--- src/rtl/multicycle_ctrl.sv ---
// Multicycle control FSM for a four-instruction subset: ADDI, ADD, SUB, BNE.
// Define ILLEGAL_TRAP_EN to trap on illegal instructions; by default they retire as NOPs.
module multicycle_ctrl #(
   parameter int unsigned WIDTH = 32
) (
   input  logic             clk,
   input  logic             rst_n,
   input  logic [WIDTH-1:0] instr,
   input  logic             imem_ready,
   input  logic             EQ,
   output logic             imem_req,
   output logic             IRWrite,
   output logic             RegWrite,
   output logic             ALUctrl,
   output logic             ALUsrc,
   output logic             ImmSrc,
   output logic             PCsrc,
   output logic             PCWrite,
   output logic             trap,
   output logic [31:0]      instret
);

   typedef enum logic [2:0] {
      StFetch,
      StDecode,
      StExec,
      StWb
`ifdef ILLEGAL_TRAP_EN
      , StTrap
`endif
   } state_e;

   state_e           state_q, state_d;
   logic [WIDTH-1:0] ir_q;
   logic [31:0]      instret_q;
   // Holds fetch off until the first clock edge after reset release.
   logic             started_q;

   logic [6:0] opcode;
   logic [2:0] funct3;
   logic [6:0] funct7;
   logic       is_addi, is_add, is_sub, is_bne;
   logic       unused_ir;

   assign opcode    = ir_q[6:0];
   assign funct3    = ir_q[14:12];
   assign funct7    = ir_q[31:25];
   assign unused_ir = ^ir_q;

   assign is_addi = (opcode == 7'b0010011) && (funct3 == 3'b000);
   assign is_add  = (opcode == 7'b0110011) && (funct3 == 3'b000) && (funct7 == 7'b0000000);
   assign is_sub  = (opcode == 7'b0110011) && (funct3 == 3'b000) && (funct7 == 7'b0100000);
   assign is_bne  = (opcode == 7'b1100011) && (funct3 == 3'b001);

   always_ff @(posedge clk or negedge rst_n) begin
      if (!rst_n) begin
         state_q   <= StFetch;
         ir_q      <= '0;
         instret_q <= '0;
         started_q <= 1'b0;
      end else begin
         started_q <= 1'b1;
         state_q   <= state_d;
         if (IRWrite) begin
            ir_q <= instr;
         end
         if (PCWrite) begin
            instret_q <= instret_q + 32'd1;
         end
      end
   end

   always_comb begin
      state_d  = state_q;
      imem_req = 1'b0;
      IRWrite  = 1'b0;
      RegWrite = 1'b0;
      ALUctrl  = 1'b0;
      ALUsrc   = 1'b0;
      ImmSrc   = 1'b0;
      PCsrc    = 1'b0;
      PCWrite  = 1'b0;
      trap     = 1'b0;
      unique case (state_q)
         StFetch: begin
            imem_req = started_q;
            if (started_q && imem_ready) begin
               IRWrite = 1'b1;
               state_d = StDecode;
            end
         end
         StDecode: begin
            state_d = StExec;
         end
         StExec: begin
            if (is_addi) begin
               ALUsrc  = 1'b1;
               state_d = StWb;
            end else if (is_add) begin
               state_d = StWb;
            end else if (is_sub) begin
               ALUctrl = 1'b1;
               state_d = StWb;
            end else if (is_bne) begin
               ALUctrl = 1'b1;
               ImmSrc  = 1'b1;
               PCWrite = 1'b1;
               PCsrc   = ~EQ;
               state_d = StFetch;
            end else begin
`ifdef ILLEGAL_TRAP_EN
               state_d = StTrap;
`else
               PCWrite = 1'b1;
               state_d = StFetch;
`endif
            end
         end
         StWb: begin
            RegWrite = 1'b1;
            PCWrite  = 1'b1;
            state_d  = StFetch;
         end
`ifdef ILLEGAL_TRAP_EN
         StTrap: begin
            trap = 1'b1;
         end
`endif
         default: begin
            state_d = StFetch;
         end
      endcase
   end

   assign instret = instret_q;

endmodule

--- config.mk ---
export PLATFORM = sky130hd
export DESIGN_NAME = multicycle_ctrl
export DESIGN_NICKNAME = d
export VERILOG_FILES = /design/src/rtl/multicycle_ctrl.sv
export SDC_FILE = /design/constraint.sdc
export NUM_CORES = 1
export LEC_CHECK = 0
export CORE_MARGIN = 2
export CORE_UTILIZATION = 60
export CTS_CLUSTER_DIAMETER = 120
export DETAILED_ROUTE_END_ITERATION = 8
export DONT_BUFFER_PORTS = 1
export PLACE_DENSITY = 0.73
export SYNTH_ARGS = -nofsm -noshare
export SYNTH_HDL_FRONTEND = slang
export SYNTH_SLANG_ARGS = --single-unit
--- constraint.sdc ---
create_clock -name clk -period 4.7 [get_ports clk]
set_clock_uncertainty 0.1 [all_clocks]
set_input_delay 0.235 -clock clk [delete_from_list [all_inputs] [get_ports clk]]
set_output_delay 0.235 -clock clk [all_outputs]
set_load 0.02 [all_outputs]
==> results list, run 1 <==
- Result of the run: finished clean
* Clock-pin slew on the worst setup and hold paths: 0.09 ns
- Relative contribution of sequential cells to total power: 0.548
- Via count normalized by instance count: 5.875
- Of the total synthesized cell area, the portion taken by full adders, half adders and majority gates is 0.005184.
* Number of enable flip-flop cells after synthesis: 0
* Post-Synth Simple-Gate Area: 0.1846
- The congestion estimate from routability-driven global placement came to 0.7222.
* Period utilization: 0.5794
- Setup repair after global routing left no endpoint under its margin.
- CTS tree: yes
- Summed over all layers, the global routing overflow is 0.
* IO Count: 77
- Data on the critical path arrives at its endpoint at 2.39 ns.
* Worst setup path startpoint: state_q[0]
- The tool flagged a number of max-cap violations equal to 0.
- When the netlist entered floorplanning its net count stood at 240.
* YS warnings: 0
* Total instance count after detailed placement: 246
- Number of synthesized register bits: 52
- Nets: 259
- Instance count of the mapped netlist: 203
* Row Count: 23
* Depth of the most critical reg-to-reg path: 3
* Internal reg-to-reg setup slack: 1.98 ns
* Area fraction in compound gates after synthesis: 0.04199
- Number of remaining DRC errors: 0
- Number of fill cells in the layout: 277
- Final Hold Vio Count: 0
- The worst setup path is launched from a flop.
- For this design, the sink count on the clock tree is 52.
- Die area: 4546 um^2
- For this run, the share of the core covered by cells in the final layout is 0.7010.
- Input and output buffers added on the ports amount to 0.
- Synth-to-Final Area Change: 14.52%
- Along the worst path, the maximum fanout reaches 19.
- Placeable core region: 3943 um^2
* Count of antenna-violating nets left after detailed routing: 0
- Of the total synthesized cell area, the portion taken by XOR and XNOR cells is 0.1125.
- The mapped netlist covers 2414 um^2.
* Count of H-tree levels built during CTS: 2
* Die extent in x: 67.43 um
- After layout, the minimum clock period comes to 2.723 ns.
* Non-filler instance count after layout: 272
- Each instance of the synthesized netlist takes up on average 11.89 um^2.
- For the worst setup path, the data required time is 4.37 ns.
- Cell area after placement: 2427 um^2
- Inserted Clock Buffers: 5
- Internal power component: 783.1 uW
* CP endpoint kind: primary output
- Setup TNS after final layout: 0 ns
- Number of global-route vias before repair: 1,647
- Across the VDD grid, the largest voltage drop is 0.2887 mV.
- Clock root cell: sky130_fd_sc_hd__clkbuf_8
- Static Leak: 0.001153 uW
- In the final routed layout, each cell accounts on average for 16.84 um.
- For this run, the leading register cell type out of synthesis is sky130_fd_sc_hd__dfrtp_1.
* Clock network power share: 0.330
* P per Cell Area: 387.3 nW/um^2
- The routed layout has 1,598 vias.
* Reg2Reg Capture Point: ir_q[31]
- The number of pins exceeding their max-slew limit in the final report is 0.
* Post-route design area: 2764 um^2
- The initial utilization of the core area, before any placement, comes to 0.6122.
- Beginning of the worst register-to-register path: state_q[0]
* First DRT Iteration DRCs: 82
- Async set-or-reset flop fraction in the synthesized netlist: 1.000
- The number of antenna diodes in the final layout is 0.
- Peak Freq: 0.3672 GHz
* Post-synthesis sequential area ratio: 0.5391
- Switch share: 0.2684
- Worst max-slew margin expressed relative to the limit: 0.3623
* Type of the setup path with the least slack: reg2out
- Vertical die dimension: 67.43 um
- Antenna violations before repair: 0
- Detailed Place HPWL: 3117 um
- Maximum number of pins on one net before global-route repair: 53
* Crit path to: IRWrite
- Final WL: 4581 um
* First-pass GRT wire length: 7479 um
- Number of distinct library cells after synthesis: 37
* HP Class: in2async
- After synthesis, the share of cell area in mux cells is 0.08554.
* Transition time at the pin with the least slew margin: 0.9566 ns
- Switching power summed over all nets: 287.3 uW
- Total global routing track utilization: 0.2207
* Clock Tree Buf Depth: 2
- Of the total power, combinational logic draws 0.122.
- The number of gates resized after CTS was 0.
* Number of setup buffers added after CTS: 0
* Proportion of layout cells with a drive suffix above 1: 0.1441
- Largest family of logic cells by synthesized area: simple AND/OR/NAND/NOR gates
- Worst-Skew Late Latency: 0.31 ns
- For this run, the detailed router's first-pass iteration total came to 4.
- Setup violations remaining at the end of the flow were counted as 0.
## flip-flops by register name (all words and copies together), names as in the netlist
register,flops
instret,32
started_q,1
ir_q,17
state_q,2
## layer usage
metal / track usage / share of wire / vias up
met5: 0 / 0 / -
met4: 0.07143 / 0.015 / 0
met3: 0.07333 / 0.067 / 8
met2: 0.3527 / 0.49 / 52
met1: 0.2838 / 0.43 / 791
li1: - / - / 747
## critical path, stage by stage (launching register included)
cell	delay [ns]
sky130_fd_sc_hd__dfrtp_1	0.50
sky130_fd_sc_hd__nor3b_1	0.71
sky130_fd_sc_hd__and2_1	0.87
## how the worst min path moves through the flow
stage / start / depth (start not counted) / end / slack, ns
global route: rst_n / 2 / instret[19] / 0.34
CTS: rst_n / 2 / instret[13] / 0.33
global placement: rst_n / 0 / instret[13] / -0.16
detailed placement: rst_n / 0 / instret[13] / -0.16
finish: rst_n / 2 / instret[20] / 0.33
floorplan: rst_n / 0 / instret[0] / -0.16
## stage by stage
stage / total power, uW / setup slack, ns / hold WS (ns)
2_1_floorplan: 672.3 / 2.350 / -0.1606
3_3_place_gp: 687.6 / 2.039 / -0.1596
3_5_place_dp: 702.0 / 1.972 / -0.1595
4_1_cts: 1073 / 1.950 / 0.3347
5_1_grt: 1119 / 1.785 / 0.3408
6_report: 1070 / 1.977 / 0.3287
## cell type report
type,instances,area (um^2),area share
clock buffers,5,68.82,0.02490
clock inverters,2,60.06,0.02173
inverters,5,18.77,0.006790
multi-input cells,139,1045,0.3780
flip-flops and latches,52,1301,0.4708
well taps,50,62.56,0.02263
repair buffers,19,207.7,0.07515
## Yosys cell counts (all sizes together) (4+ instances only)
library cell  number  area, um^2
dfrtp             52        1301
xnor2             23       201.4
mux2              18       206.4
nand3             14       75.07
nand4             12       75.07
nor2              11       41.29
nand2             10       37.54
xor2               8       70.07
buf                6       45.04
and2               5       31.28
inv                5       18.77
nor3               5       25.02
and3               4       25.02
nor2b              4       25.02
nor4               4       25.02
## timing repair
action,4_1_cts,5_1_grt
hold buffers,19,0
endpoints found under the setup margin,0,0
hold endpoints to repair,69,0
## layout by cell type, fill, tap and decap left out, types with 2 or more instances in the layout
master                          instances
sky130_fd_sc_hd__and2_1                 5
sky130_fd_sc_hd__and3_1                 4
sky130_fd_sc_hd__bufinv_16              2
sky130_fd_sc_hd__clkbuf_8               5
sky130_fd_sc_hd__conb_1                 2
sky130_fd_sc_hd__dfrtp_1               52
sky130_fd_sc_hd__dlygate4sd3_1         18
sky130_fd_sc_hd__inv_1                  5
sky130_fd_sc_hd__mux2_2                17
sky130_fd_sc_hd__nand2_1               10
sky130_fd_sc_hd__nand2b_1               2
sky130_fd_sc_hd__nand3_1               13
sky130_fd_sc_hd__nand4_1               12
sky130_fd_sc_hd__nor2_1                11
sky130_fd_sc_hd__nor2b_1                4
sky130_fd_sc_hd__nor3_1                 5
sky130_fd_sc_hd__nor4_1                 4
sky130_fd_sc_hd__nor4b_1                2
sky130_fd_sc_hd__o311ai_2               2
sky130_fd_sc_hd__xnor2_1               23
sky130_fd_sc_hd__xor2_1                 8
## cells by family (layout without fill, tap and decap cells)
group | count (synthesis) | count (layout)
adders and majority gates | 1 | 1
xor gates and xnor gates | 31 | 31
DFF | 52 | 52
AOI/OAI and AO/OA | 8 | 8
muxes | 18 | 18
buffers and inverters | 12 | 31
other | 2 | 2
and+or+nand+nor | 79 | 79
## power by group through the flow
stage	clock [uW]	combinational, uW	sequential [uW]
6_report	353	131	587
5_1_grt	378	144	597
2_1_floorplan	0	96.4	576
4_1_cts	357	132	585
3_3_place_gp	0	99.5	588
3_5_place_dp	0	108	594
Power figures use the tool's default switching activity.
==> inputs of run 2 (changes only) <==
--- a/config.mk
+++ b/config.mk
@@ -6,11 +6,11 @@
 export NUM_CORES = 1
 export LEC_CHECK = 0
 export CORE_MARGIN = 2
-export CORE_UTILIZATION = 60
+export CORE_UTILIZATION = 56
 export CTS_CLUSTER_DIAMETER = 120
 export DETAILED_ROUTE_END_ITERATION = 8
 export DONT_BUFFER_PORTS = 1
-export PLACE_DENSITY = 0.73
+export PLACE_DENSITY = 0.71
 export SYNTH_ARGS = -nofsm -noshare
 export SYNTH_HDL_FRONTEND = slang
 export SYNTH_SLANG_ARGS = --single-unit
==> constraint.sdc (replaced) <==
create_clock -name clk -period 2.41 [get_ports clk]
set_clock_uncertainty 0.1 [all_clocks]
set_input_delay 0.1205 -clock clk [delete_from_list [all_inputs] [get_ports clk]]
set_output_delay 0.1205 -clock clk [all_outputs]
set_load 0.02 [all_outputs]
==> results list, run 2 (same netlist as run 1, synthesis figures left out) <==
- For this run, the top clock speed supported by timing is 0.4290 GHz.
* Crit path top cell by count: sky130_fd_sc_hd__o31a_4
* Via count of the routed design: 1,695 (+6.1%)
- Switching power summed over all nets: 587.3 uW (+100%)
* Final antenna diode count: 0 (unchanged)
- Crit path required time: 2.19 ns (-2.18 ns)
* Row Count: 23 (unchanged)
- Number of fill cells in the layout: 288 (+4.0%)
- From synthesis to final layout, the design area changed by 16.85%.
* Count of input and output buffers: 0 (unchanged)
- The number of DRC violations after detailed routing is 0 (unchanged).
* Die area: 4851 um^2 (+6.7%)
- Number of global-route vias before repair: 1,750 (+6.3%)
- Switch share: 0.3050 (+0.03662)
- The met1 layer usage reported by global route was 0.2679 (-0.01590).
- VDD IR-drop max: 0.5164 mV (+79%)
- Setup TNS after final layout: 0 ns (unchanged)
- Starting Density: 0.5906 (-0.02156)
- RSZ-0062 raised after global routing: no
* CTS Sinks: 52 (unchanged)
- Combinational group share of total power: 0.136 (+0.014)
* Static Leak: 0.001184 uW (+2.7%)
* Clock root cell: sky130_fd_sc_hd__clkbuf_8
* Kind of cell adding the most delay to the critical path: compound AO/OA/AOI/OAI gates
* Final count of negative-setup-slack endpoints: 0 (unchanged)
- The run finished with clean final reports.
- The number of antenna violations at the first check in global routing was 0 (unchanged).
- The top cell types in the final layout, fill and taps aside, are sky130_fd_sc_hd__dfrtp_1, sky130_fd_sc_hd__xnor2_1, sky130_fd_sc_hd__dlygate4sd3_1.
* Clock network power share: 0.268 (-0.062)
- The library cell used most frequently in the layout, excluding fill and tap cells, is sky130_fd_sc_hd__dfrtp_1.
- Maximum fanout count along the critical path: 10 (-9)
- CP endpoint kind: primary output
* Data arrival, critical path: 2.11 ns (-0.28 ns)
- Relative contribution of sequential cells to total power: 0.596 (+0.048)
* Worst Hold Slack: 0.1901 ns (-0.1386 ns)
* Type of the setup path with the least slack: reg2out
- The final-report hold violation count is 0 (unchanged).
- Buffer and inverter count on the worst path: 1 (+1)
- Worst-Skew Late Latency: 0.31 ns (about the same)
- Count of H-tree levels built during CTS: 2 (unchanged)
* Cells along the critical path: or4_4, o31a_4, o31a_4, buf_4
- Final WL: 4822 um (+5.3%)
- Met2 Resource Use GR: 0.3590 (+0.006252)
* P per Cell Area: 682.7 nW/um^2 (+76%)
* HP Class: in2out
- Vertical die dimension: 69.65 um (+3.3%)
- The post-layout net count was 268 (+3.5%).
- Internal power component: 1338 uW (+71%)
- TritonCTS built the clock tree.
- The total iterations of the first detailed-routing run came to 4 (unchanged).
* First-pass GRT wire length: 8307 um (+11%)
- The die outline width is 69.65 um (+3.3%).
- The core area was 4086 um^2 (+3.6%).
- The number of pins exceeding their max-slew limit in the final report was 0 (unchanged).
- Period utilization: 0.9673
- Clock-pin slew on the worst setup and hold paths: 0.10 ns (about the same)
* Total global routing track utilization: 0.2129 (-0.007781)
- The detail-routed net length per standard cell came to 17.10 um (+1.5%).
* Critical path startpoint category: flop
- The number of clock buffers inserted by TritonCTS was 5 (unchanged).
* Worst path max stage delay: 0.55 ns (-0.32 ns)
- Count of antenna-violating nets left after detailed routing: 0 (unchanged)
- The number of DRC markers after the initial detailed-route iteration came to 96 (+17%).
* Detailed Place HPWL: 3242 um (+4.0%)
- The worst-case clock buffer depth was 2 (unchanged).
- Worst path slowest cell: sky130_fd_sc_hd__or4_4
- Global placement routability congestion: 0.7474 (+3.5%)
- Met3 Use GR: 0.06105 (-0.01229)
* Global route overflow: 0 (unchanged)
- Via count normalized by instance count: 6.011 (+2.3%)
* Number of flip-flops in the largest register: 32 (unchanged)
- Maximum number of pins on one net before global-route repair: 53 (unchanged)
* Max-capacitance violation count: 0 (unchanged)
* IO Count: 77 (unchanged)
* Grt peak-use layer: met2
- The ratio of cells with drive above 1 in the final layout was 0.1983 (+0.05413).
* Final min period: 2.331 ns
[run 2: what timing repair did]
item | 4_1_cts | 5_1_grt
cloned | 0 | 0
hold buffers | 19 | 0
resized for setup | 1 | 4
endpoints found under the setup margin | 3 | 4
endpoints found under the hold margin | 69 | 0
setup buffers | 0 | 3
pin swaps | 2 | 1
[run 2: layer usage]
metal	wire length, um	share of wire	up-vias
met5	0	0	-
met4	65	0.013	0
met3	302	0.063	7
met2	2487	0.52	60
met1	1966	0.41	859
li1	-	-	769
[run 2: through the flow]
| stage | total power, uW | utilization | cell area, um^2 | instances | setup WS [ns] |
|---|---|---|---|---|---|
| finish | 1925 | 0.6901 | 2820 | 282 | 0.07877 |
| global route | 2024 | 0.6901 | 2820 | 282 | 0.01380 |
| CTS | 1928 | 0.6803 | 2780 | 279 | 0.0002147 |
| detailed placement | 1370 | 0.6050 | 2472 | 252 | 0.1830 |
| global placement | 1345 | 0.6050 | 2472 | 252 | 0.2012 |
| floorplan | 1311 | - | 2414 | 203 | 0.06034 |
[run 2: power by group through the flow]
stage / Combinational, uW / Clock (uW) / Sequential (uW)
after floorplan: 188 / 0 / 1120
after global placement: 198 / 0 / 1150
after detailed placement: 213 / 0 / 1160
after CTS: 260 / 528 / 1140
after global routing: 290 / 564 / 1170
final: 261 / 517 / 1150
[run 2: path summary, 6_finish.rpt]
| kind | from | end | slack (ns) | cells past startpoint |
|---|---|---|---|---|
| setup reg to reg | ir_q[26] | instret[28] | 0.17 | 5 |
| min in group asynchronous | rst_n | instret[18] | 0.23 | 2 |
| max in group asynchronous | rst_n | instret[10] | 1.76 | 2 |
| hold / removal | EQ | PCsrc | 0.19 | 1 |
| hold reg to reg | ir_q[27] | ir_q[27] | 0.43 | 1 |
| setup / recovery | ir_q[26] | PCWrite | 0.08 | 4 |
[run 2: worst reg2reg max path, cell delays in order (launching register included)]
cell and delay (ns):
sky130_fd_sc_hd__dfrtp_1 0.39, sky130_fd_sc_hd__or4_4 0.55, sky130_fd_sc_hd__o31a_4 0.34, sky130_fd_sc_hd__o311ai_2 0.45
sky130_fd_sc_hd__nor3_1 0.12, sky130_fd_sc_hd__xor2_1 0.17
[run 2: area by class of cell]
cell class / count / area, um^2 / area share
Clock buffer: 5 / 68.82 / 0.02440
Clock inverter: 3 / 25.02 / 0.008873
Inverter: 5 / 18.77 / 0.006655
Multi-Input combinational cell: 139 / 1069 / 0.3789
Sequential cell: 52 / 1301 / 0.4614
Tap cell: 50 / 62.56 / 0.02218
Timing Repair Buffer: 28 / 275.3 / 0.09760
==> inputs of run 3 (changes only) <==
--- a/config.mk
+++ b/config.mk
@@ -6,11 +6,11 @@
 export NUM_CORES = 1
 export LEC_CHECK = 0
 export CORE_MARGIN = 2
-export CORE_UTILIZATION = 56
+export CORE_UTILIZATION = 40
 export CTS_CLUSTER_DIAMETER = 120
 export DETAILED_ROUTE_END_ITERATION = 8
 export DONT_BUFFER_PORTS = 1
-export PLACE_DENSITY = 0.71
+export PLACE_DENSITY = 0.53
 export SYNTH_ARGS = -nofsm -noshare
 export SYNTH_HDL_FRONTEND = slang
 export SYNTH_SLANG_ARGS = --single-unit
==> results list, run 3 (same netlist as run 1, synthesis figures left out) <==
- The worst setup path is launched from a flop.
* Crit path required time: 2.19 ns (about the same)
- The maximum fanout along the worst path was 10 (unchanged).
- The peak ir drop on the vdd network was 0.3994 mV (-23%).
- Placeable core region: 5886 um^2 (+44%)
* Count of antenna-violating nets left after detailed routing: 0 (unchanged)
- Post-Place Worst Slack: 0.1802 ns (-0.002862 ns)
- Clock-pin slew on the worst setup and hold paths: 0.08 ns (-0.02 ns)
- The final critical path time including I/O delays and setup is 2.308 ns (-0.02319 ns).
- Die area: 6672 um^2 (+38%)
* Worst-Skew Late Latency: 0.30 ns (about the same)
- Clock Tree Buf Depth: 2 (unchanged)
- The delay of the slowest critical-path stage came to 0.54 ns (about the same).
- Proportion of layout cells with a drive suffix above 1: 0.2017 (+0.003441)
- Switching power summed over all nets: 555.0 uW (-5.5%)
- Setup repair after global routing left no endpoint under its margin.
- The number of instances on the worst hold path was 1 (unchanged).
* Crit path top cell by count: sky130_fd_sc_hd__o31a_4
- CTS Sinks: 52 (unchanged)
* Detailed Place HPWL: 3543 um (+9.3%)
* Worst Setup Slack, final: 0.1020 ns (+0.02319 ns)
* Final antenna diode count: 0 (unchanged)
* Sequential cell area: 1301 um^2 (unchanged)
- The number of DRC violations after detailed routing is 0 (unchanged).
- Result of the run: finished clean
- TritonCTS built the clock tree.
- The total iterations of the first detailed-routing run came to 4 (unchanged).
- The post-layout net count came to 269 (+0.37%).
* Global placement routability congestion: 0.7750 (+3.7%)
- The met3 wire length came to 298 um (-1.3%).
* Switch share: 0.2906 (-0.01440)
- The achievable clock frequency is 0.4333 GHz (+1.0%).
* Final Hold Vio Count: 0 (unchanged)
- The total negative setup slack came to 0 ns (unchanged).
- The final cell count without fillers was 308 (+9.2%).
* Total global routing track utilization: 0.1563 (-0.05658)
- Type of the setup path with the least slack: reg2out
* Area of combinational cells with multiple inputs: 1065 um^2 (-0.35%)
* Number of global-route vias before repair: 1,737 (-0.74%)
- The logic gate share of total power is 0.135 (about the same).
* Worst path slowest cell: sky130_fd_sc_hd__or4_4
- Count of input and output buffers: 0 (unchanged)
* Reg2Reg Capture Point: instret[29]
* Static Leak: 0.001197 uW (+1.1%)
* Worst Min Path Start: EQ
- The count of cells along the worst register-to-register path is 5 (unchanged).
- Row Count: 28 (+22%)
- Die extent in x: 81.68 um (+17%)
- Met2 Routed Length: 2670 um (+7.4%)
* Period utilization: 0.9577 (-0.009620)
- The number of max-cap violations is 0 (unchanged).
- Clock tree synthesis selected as its root buffer the cell sky130_fd_sc_hd__clkbuf_8.
* Total instance count after detailed placement: 280 (+11%)
- The number of antenna violations at the first check in global routing came to 0 (unchanged).
- Traced cell by cell, the critical path runs through or4_4, o31a_4, o31a_4, buf_4.
- Global route overflow: 0 (unchanged)
- The number of filler instances in the final layout came to 546 (+90%).
- IO Count: 77 (unchanged)
- Clock network power share: 0.267 (about the same)
* HP Class: in2out
- The highest metal layer carrying signal wires in the routed design is met4.
- First DRT Iteration DRCs: 59 (-39%)
- The data arrival time of the critical path was 2.09 ns (-0.02 ns).
- Post-DR wirelength/cell: 16.25 um (-4.9%)
* Commonest non-fill, non-tap cells in the layout: sky130_fd_sc_hd__dfrtp_1, sky130_fd_sc_hd__xnor2_1, sky130_fd_sc_hd__dlygate4sd3_1
- The initial cell density of the core came to 0.4101 (-0.1806).
* Most frequent standard cell in the layout excluding fill and tap cells: sky130_fd_sc_hd__dfrtp_1
* Metal-1 WL: 1988 um (+1.1%)
- The core utilization of the finished layout came to 0.4849 (-0.2052).
* Via count normalized by instance count: 5.276 (-12%)
- The areal power density over the cells was 669.1 nW/um^2 (-2.0%).
- Final count of negative-setup-slack endpoints: 0 (unchanged)
* Relative contribution of sequential cells to total power: 0.598 (+0.002)
- The total wirelength of the detailed-routed design came to 5006 um (+3.8%).
- STA classifies the critical path endpoint as a primary output.
- The maximum level of the CTS H-tree came to 2 (unchanged).
- The wire length of the first global-routing pass is 7838 um (-5.6%).
* Vertical die dimension: 81.68 um (+17%)
- Internal reg-to-reg setup slack: 0.19 ns (+0.02 ns)
- The number of clock buffers inserted by TritonCTS was 5 (unchanged).
- The detailed-route via count was 1,625 (-4.1%).
- Beginning of the worst register-to-register path: ir_q[26]
- The largest net degree at the start of global routing is 53 (unchanged).
- Number of flip-flops in the largest register: 32 (unchanged)
* Internal power component: 1355 uW (+1.2%)
- Number of max-slew violations in the final report: 0 (unchanged)
- For hold timing, the worst endpoint is PCsrc.
* Synth-to-Final Area Change: 18.25%
run 3: power by group through the flow:
stage                     combinational (uW)  clock (uW)  sequential, uW
after global routing                     286         562            1160
after detailed placement                 212           0            1160
after CTS                                260         528            1140
after global placement                   202           0            1150
after floorplan                          188           0            1120
final                                    259         509            1140
run 3: worst max-delay path, delay by kind of cell, from the launching register on:
kind	cells	cell delay, ns
flops	1	0.39
simple gates	1	0.54
compound gates	2	0.69
buf+inv	1	0.18
run 3: what timing repair did:
action / in CTS / in global routing
setup buffers: 1 / 0
endpoints found under the setup margin: 2 / 4
hold endpoints to repair: 69 / 0
resized for setup: 1 / 4
hold buffers: 19 / 0
pin swaps: 2 / 0
run 3: worst max-delay path by stage:
stage	slack, ns	to	startpoint	cells past startpoint
2_1_floorplan	0.06	ir_q[12]	state_q[1]	6
3_3_place_gp	0.19	instret[1]	ir_q[26]	4
3_5_place_dp	0.18	instret[1]	ir_q[26]	4
4_1_cts	0.008	PCWrite	ir_q[26]	4
5_1_grt	0.04	PCWrite	ir_q[26]	4
6_report	0.10	PCWrite	ir_q[26]	4
run 3: final cells by class:
type,count,share of cell area
clock buffers,6,0.02893
clock inverters,2,0.003507
inverters,5,0.006576
multi-input cells,139,0.3731
flip-flops and latches,52,0.4559
well taps,75,0.03288
repair buffers,29,0.09908
run 3: through the flow:
step / cell area, um^2 / hold WS, ns / total power [uW]
2_1_floorplan: 2414 / -0.2751 / 1311
3_3_place_gp: 2526 / -0.2738 / 1353
3_5_place_dp: 2526 / -0.2739 / 1369
4_1_cts: 2836 / 0.2174 / 1927
5_1_grt: 2854 / 0.1923 / 2010
6_report: 2854 / 0.1895 / 1910
run 3: layer usage:
metal,global-route usage,vias up
met5,0,-
met4,0.05000,0
met3,0.04725,7
met2,0.2951,46
met1,0.1651,803
li1,-,769
